$ cat config.mk
export PLATFORM = sky130hd
export DESIGN_NAME = can_bit_timing
export DESIGN_NICKNAME = d
export VERILOG_FILES = /design/src/rtl/can_bit_timing.sv
export SDC_FILE = /design/constraint.sdc
export NUM_CORES = 1
export LEC_CHECK = 0
export CORE_ASPECT_RATIO = 1.75
export CORE_UTILIZATION = 35
export CTS_CLUSTER_SIZE = 12
export DETAILED_ROUTE_END_ITERATION = 7
export GPL_ROUTABILITY_DRIVEN = 1
export SLEW_MARGIN = 30
export SYNTH_ARGS = -nofsm -noshare
export SYNTH_HDL_FRONTEND = slang
export SYNTH_SLANG_ARGS = --single-unit
$ cat constraint.sdc
create_clock -name clock -period 4.2 [get_ports clock]
set_clock_uncertainty 0.15 [all_clocks]
set_input_delay 0.63 -clock clock [delete_from_list [all_inputs] [get_ports clock]]
set_output_delay 0.63 -clock clock [all_outputs]
set_load 0.05 [all_outputs]
$ cat src/rtl/can_bit_timing.sv
// CAN bit-timing unit: tq prescaler, SYNC/SEG1/SEG2 sequencing, hard sync and resync.
// Define CAN_TRIPLE_SAMPLE_EN to take RX_S as a majority vote over the last three SEG1 ticks.
module can_bit_timing #(
    parameter int BRP   = 4,
    parameter int TSEG1 = 13,
    parameter int TSEG2 = 2,
    parameter int SJW   = 1
) (
    input  logic clock,
    input  logic reset_n,
    input  logic RX,
    input  logic hard_sync_en,
    output logic SP,
    output logic TP,
    output logic RX_S
);
    localparam int PW = $clog2(BRP);
    localparam int CW = $clog2(TSEG1 + SJW + 1);
    localparam logic [PW-1:0] PRESC_LAST = PW'(BRP - 1);
    localparam logic [CW-1:0] SEG1_LAST  = CW'(TSEG1 - 1);
    localparam logic [CW-1:0] SEG2_LAST  = CW'(TSEG2 - 1);
    localparam logic [CW-1:0] TSEG2_C    = CW'(TSEG2);
    localparam logic [CW-1:0] SJW_C      = CW'(SJW);

    typedef enum logic [1:0] {ST_SYNC, ST_SEG1, ST_SEG2} state_t;

    state_t          state_q, state_d;
    logic [PW-1:0]   presc_q, presc_d;
    logic [CW-1:0]   cnt_q, cnt_d;
    logic [CW-1:0]   ext_q, ext_d, ext_n;
    logic [CW-1:0]   shrt_q, shrt_d, shrt_n;
    logic            allow_q, allow_d, allow_n;
    logic            sp_q, sp_d, tp_q, tp_d, rxs_q, rxs_d;
    logic            s1_q, s2_q, s3_q;
    logic            tq_tick, edge_ok, hard, resync, seg1_end, seg2_end, sample;
    logic [CW-1:0]   rem;
`ifdef CAN_TRIPLE_SAMPLE_EN
    logic [1:0]      hist_q, hist_d;
`endif

    assign tq_tick = (presc_q == PRESC_LAST);
    // Only recessive->dominant edges after a recessive sample may move the bit grid.
    assign edge_ok = s3_q & ~s2_q & rxs_q;
    assign hard    = edge_ok & hard_sync_en;
    assign resync  = edge_ok & ~hard_sync_en & allow_q & (state_q != ST_SYNC);
    assign rem     = TSEG2_C - cnt_q;

`ifdef CAN_TRIPLE_SAMPLE_EN
    assign sample = (hist_q[0] & hist_q[1]) | (hist_q[0] & s2_q) | (hist_q[1] & s2_q);
`else
    assign sample = s2_q;
`endif

    always_comb begin
        ext_n   = ext_q;
        shrt_n  = shrt_q;
        allow_n = allow_q;
        if (resync) begin
            allow_n = 1'b0;
            if (state_q == ST_SEG1) begin
                ext_n = ((cnt_q + CW'(1)) < SJW_C) ? (cnt_q + CW'(1)) : SJW_C;
            end else if (rem <= SJW_C) begin
                shrt_n = SEG2_LAST - cnt_q;
            end else begin
                shrt_n = SJW_C;
            end
        end
    end

    assign seg1_end = (state_q == ST_SEG1) && tq_tick && (cnt_q >= SEG1_LAST + ext_n);
    assign seg2_end = (state_q == ST_SEG2) && tq_tick && (cnt_q >= SEG2_LAST - shrt_n);

    always_comb begin
        state_d = state_q;
        presc_d = tq_tick ? '0 : presc_q + PW'(1);
        cnt_d   = cnt_q;
        ext_d   = ext_n;
        shrt_d  = shrt_n;
        allow_d = allow_n;
        sp_d    = 1'b0;
        tp_d    = 1'b0;
        rxs_d   = rxs_q;
`ifdef CAN_TRIPLE_SAMPLE_EN
        hist_d  = hist_q;
`endif
        if (hard) begin
            state_d = ST_SEG1;
            presc_d = '0;
            cnt_d   = '0;
            ext_d   = '0;
            shrt_d  = '0;
            allow_d = 1'b0;
        end else if (tq_tick) begin
            case (state_q)
                ST_SYNC: begin
                    state_d = ST_SEG1;
                    cnt_d   = '0;
                end
                ST_SEG1: begin
`ifdef CAN_TRIPLE_SAMPLE_EN
                    hist_d = {hist_q[0], s2_q};
`endif
                    if (seg1_end) begin
                        state_d = ST_SEG2;
                        cnt_d   = '0;
                        ext_d   = '0;
                        sp_d    = 1'b1;
                        rxs_d   = sample;
                        allow_d = 1'b1;
                    end else begin
                        cnt_d = cnt_q + CW'(1);
                    end
                end
                ST_SEG2: begin
                    if (seg2_end) begin
                        state_d = ST_SYNC;
                        cnt_d   = '0;
                        shrt_d  = '0;
                        tp_d    = 1'b1;
                    end else begin
                        cnt_d = cnt_q + CW'(1);
                    end
                end
                default: state_d = ST_SYNC;
            endcase
        end
    end

    always_ff @(posedge clock) begin
        if (!reset_n) begin
            state_q <= ST_SYNC;
            presc_q <= '0;
            cnt_q   <= '0;
            ext_q   <= '0;
            shrt_q  <= '0;
            allow_q <= 1'b1;
            sp_q    <= 1'b0;
            tp_q    <= 1'b0;
            rxs_q   <= 1'b1;
            s1_q    <= 1'b1;
            s2_q    <= 1'b1;
            s3_q    <= 1'b1;
`ifdef CAN_TRIPLE_SAMPLE_EN
            hist_q  <= 2'b11;
`endif
        end else begin
            state_q <= state_d;
            presc_q <= presc_d;
            cnt_q   <= cnt_d;
            ext_q   <= ext_d;
            shrt_q  <= shrt_d;
            allow_q <= allow_d;
            sp_q    <= sp_d;
            tp_q    <= tp_d;
            rxs_q   <= rxs_d;
            s1_q    <= RX;
            s2_q    <= s1_q;
            s3_q    <= s2_q;
`ifdef CAN_TRIPLE_SAMPLE_EN
            hist_q  <= hist_d;
`endif
        end
    end

    assign SP   = sp_q;
    assign TP   = tp_q;
    assign RX_S = rxs_q;
endmodule
==> results list <==
* Highest-count cells in the layout ignoring fill and taps: sky130_fd_sc_hd__dfxtp_1 (23), sky130_fd_sc_hd__ha_1 (20), sky130_fd_sc_hd__nand2_1 (17)
- DPL Wire Length: 2201 µm
- Net Count, Synth: 176
* Number of buffers added by the clock tree synthesis step: 3
* Count of hold-fix buffers inserted at cts: 0
- Portion of the post-synthesis area used by sequential elements: 0.3411
- Share of final-layout standard cells stronger than drive strength 1: 0.05625
- Core Region: 3665 µm²
* Vias per std cell: 5.170
- Max-cap violations in this run came to 0.
- Cell chosen for the clock root: sky130_fd_sc_hd__clkbuf_8
- Final clock period utilization by the worst path: 0.8832
* Post-Place Setup Slack: 0.2022 ns
* First-pass GRT wire length: 4885 µm
* Placed cells: 202
- The die is 84.16 µm tall.
- Maximum fanout encountered on the critical timing path: 5
* ANT nets after route: 0
- Unrepaired setup endpoints after global routing: false
- For the worst flop-to-flop path, the logic depth is 14.
- Antenna violations before repair: 0
- The cell area that synthesis handed to floorplanning was 1350 µm².
* Slew at the pin with the worst max-slew slack: 0.5102 ns
* DRC violations left: 0
* Instance count along the most critical hold path: 1
- Mean instance size in the synthesized netlist: 8.882 µm²
- Routed wire length: 2697 µm
* Worst-case clock buffer depth: 2
- Min Tclk post-route: 3.709 ns
* Post-cts gate resize count: 0
- Number of endpoints failing setup at the final stage: 0
- The floorplan has 29 rows.
* Yosys top cell area share: 0.3411
* Total I/O pin count: 7
- For this configuration, the core starts out at a cell density of 0.3684.
* Number of antenna repair diodes: 0
* Pin count of the biggest net entering global routing: 14
- Number of standard cells in the final layout excluding fillers: 206
- The tree built by TritonCTS fans out to 23 sinks.
* Buffers added on ports: 6
- Worst-Skew Late Latency: 0.26 ns
- Of all cell types, the one taking the most synthesized area is sky130_fd_sc_hd__dfxtp_1.
* Post-Synthesis Cells: 152
- Most common cell after layout, fill and taps aside: sky130_fd_sc_hd__dfxtp_1
- Clock-pin slew of the registers on the worst-case setup and hold paths: 0.09 ns
- In this run the cell area measured after placement is 1459 µm².
- Leakage Power: 0.5747 nW
- Count of routing violations after the opening detailed-route iteration: 27
- Dividing total power by cell area gives a power density of 263.2 nW/µm².
- Startpoint type of the worst setup path: primary input
* Number of endpoints with negative hold slack in the final report: 0
- Hold Crit Class: reg2reg
- Critical path endpoint category: flop
* Width of the chip: 48.95 µm
* Worst Path Class, Setup: in2reg
* Number of global-route vias before repair: 1,115
- TritonCTS built the clock tree.
* Number of setup buffers added after CTS: 0
* Post-synthesis cell type count: 35
- The run finished with clean final reports.
- Max-slew violation count: 0
- The design draws 396.1 µW.
* Number of vias after detailed routing: 1,065
* Filler cell count: 356
- In this run, synthesis produced a sequential element count of 23.
- Once routing completed, OpenROAD measured the worst setup slack at 0.4907 ns.
- Warning count from the yosys run: 0
- CP Data Arrival Time: 3.72 ns
- After routing the design area is 1505 µm².
* WP data required: 4.21 ns
* Ranking of synthesized cells by area: sky130_fd_sc_hd__dfxtp_1 (34%), sky130_fd_sc_hd__ha_1 (19%), sky130_fd_sc_hd__nand2_1 (4.7%)
- In the final routed layout, each cell accounts on average for 13.09 µm.
- Slew HR: 0.6588
- The die covers 4120 µm².
* Final setup TNS: 0 ns
- Aggregate global-route resource usage: 0.1498
* Level count of the clock H-tree: 1
- Static timing analysis puts the maximum clock frequency at 0.2696 GHz.
* Routability Congestion: 0.8794
* Final nets: 185
- For this run, the detailed router's first-pass iteration total came to 4.
- Remaining global-route overflow: 0
- VDD IR-drop max: 0.0002074 V
* Area growth from synthesis to layout: 11.49%
[metrics by stage]
| step | utilization | hold slack, ns |
|---|---|---|
| CTS | 0.4107 | 0.2818 |
| global placement | 0.3981 | 0.2472 |
| floorplan | - | 0.2363 |
| finish | 0.4107 | 0.2776 |
| global route | 0.4107 | 0.3157 |
| detailed placement | 0.3981 | 0.2563 |
[flip-flops by register name, indices dropped and copies added, names as in the netlist]
register / count
cnt_q: 4
ext_q: 4
shrt_q: 4
presc_q: 2
state_q: 2
RX_S: 1
SP: 1
TP: 1
allow_q: 1
s1_q: 1
s2_q: 1
s3_q: 1
[power breakdown]
part           switching, mW  internal (mW)
sequential           0.00267          0.223
combinational         0.0185         0.0118
clock                 0.0740         0.0663
[cells by family after synthesis]
logic type      synth area share
fa+ha+maj                 0.1854
mux                     0.007415
flops                     0.3411
buf+inv                  0.02872
simple gates              0.2372
compound gates            0.1613
xor+xnor                 0.03892
[routing by layer]
metal / vias to the layer above / global-route usage / wire [µm]
met1: 498 / 0.1575 / 1068
met2: 10 / 0.2955 / 1530
met4: 0 / 0.05615 / 44
met5: - / 0 / 0
li1: 553 / - / -
met3: 4 / 0.01268 / 53
[final timing paths]
path | endpoint | start | slack, ns
min reg2reg | s2_q | s1_q | 0.28
min | s2_q | s1_q | 0.28
max | state_q[0] | hard_sync_en | 0.49
max reg2reg | state_q[0] | cnt_q[2] | 0.59
[cell usage after synthesis]
library cell / instances
sky130_fd_sc_hd__nand4_1: 2
sky130_fd_sc_hd__o32ai_1: 1
sky130_fd_sc_hd__o21ai_0: 4
sky130_fd_sc_hd__a2111o_1: 1
sky130_fd_sc_hd__a21boi_1: 1
sky130_fd_sc_hd__o21ai_1: 6
sky130_fd_sc_hd__dfxtp_1: 23
sky130_fd_sc_hd__and3b_1: 1
sky130_fd_sc_hd__nor4_1: 2
sky130_fd_sc_hd__inv_1: 8
sky130_fd_sc_hd__clkbuf_1: 1
sky130_fd_sc_hd__buf_2: 1
sky130_fd_sc_hd__nand3_1: 3
sky130_fd_sc_hd__nor2_1: 15
sky130_fd_sc_hd__nand2b_1: 5
sky130_fd_sc_hd__xnor2_1: 6
sky130_fd_sc_hd__a211oi_1: 3
sky130_fd_sc_hd__nor4b_2: 1
sky130_fd_sc_hd__and3_1: 1
sky130_fd_sc_hd__nand4_2: 1
sky130_fd_sc_hd__nor3_1: 4
sky130_fd_sc_hd__a21oi_1: 7
sky130_fd_sc_hd__o211ai_1: 1
sky130_fd_sc_hd__ha_1: 20
sky130_fd_sc_hd__a22oi_1: 2
sky130_fd_sc_hd__or4_1: 1
sky130_fd_sc_hd__nor2b_1: 4
sky130_fd_sc_hd__mux2i_1: 1
sky130_fd_sc_hd__nor3b_1: 2
sky130_fd_sc_hd__and2_1: 3
sky130_fd_sc_hd__o41ai_2: 1
sky130_fd_sc_hd__o311a_1: 1
sky130_fd_sc_hd__nand2_1: 17
sky130_fd_sc_hd__a31oi_4: 1
sky130_fd_sc_hd__a31oi_2: 1
[critical path, stage by stage]
cell and delay, ns:
sky130_fd_sc_hd__clkdlybuf4s50_1 0.43, sky130_fd_sc_hd__nor2_1 0.18, sky130_fd_sc_hd__nand4_1 0.21, sky130_fd_sc_hd__nor4b_2 0.40
sky130_fd_sc_hd__a22oi_1 0.17, sky130_fd_sc_hd__ha_1 0.31, sky130_fd_sc_hd__inv_1 0.04, sky130_fd_sc_hd__ha_1 0.27
sky130_fd_sc_hd__nand2_1 0.05, sky130_fd_sc_hd__o21ai_1 0.25, sky130_fd_sc_hd__a31oi_4 0.15, sky130_fd_sc_hd__or4_1 0.50
sky130_fd_sc_hd__o311a_1 0.13
[area by class of cell]
| cell class | count | area (µm²) | area share |
|---|---|---|---|
| clock buffers | 3 | 41.29 | 0.02743 |
| inverters | 8 | 30.03 | 0.01995 |
| multi-input cells | 119 | 850.8 | 0.5653 |
| flip-flops and latches | 23 | 460.4 | 0.3059 |
| repair buffers | 6 | 60.06 | 0.03990 |
| clock inverters | 1 | 5.005 | 0.003325 |
| well taps | 46 | 57.56 | 0.03824 |
Note: power is estimated with default switching activity, not from simulation.
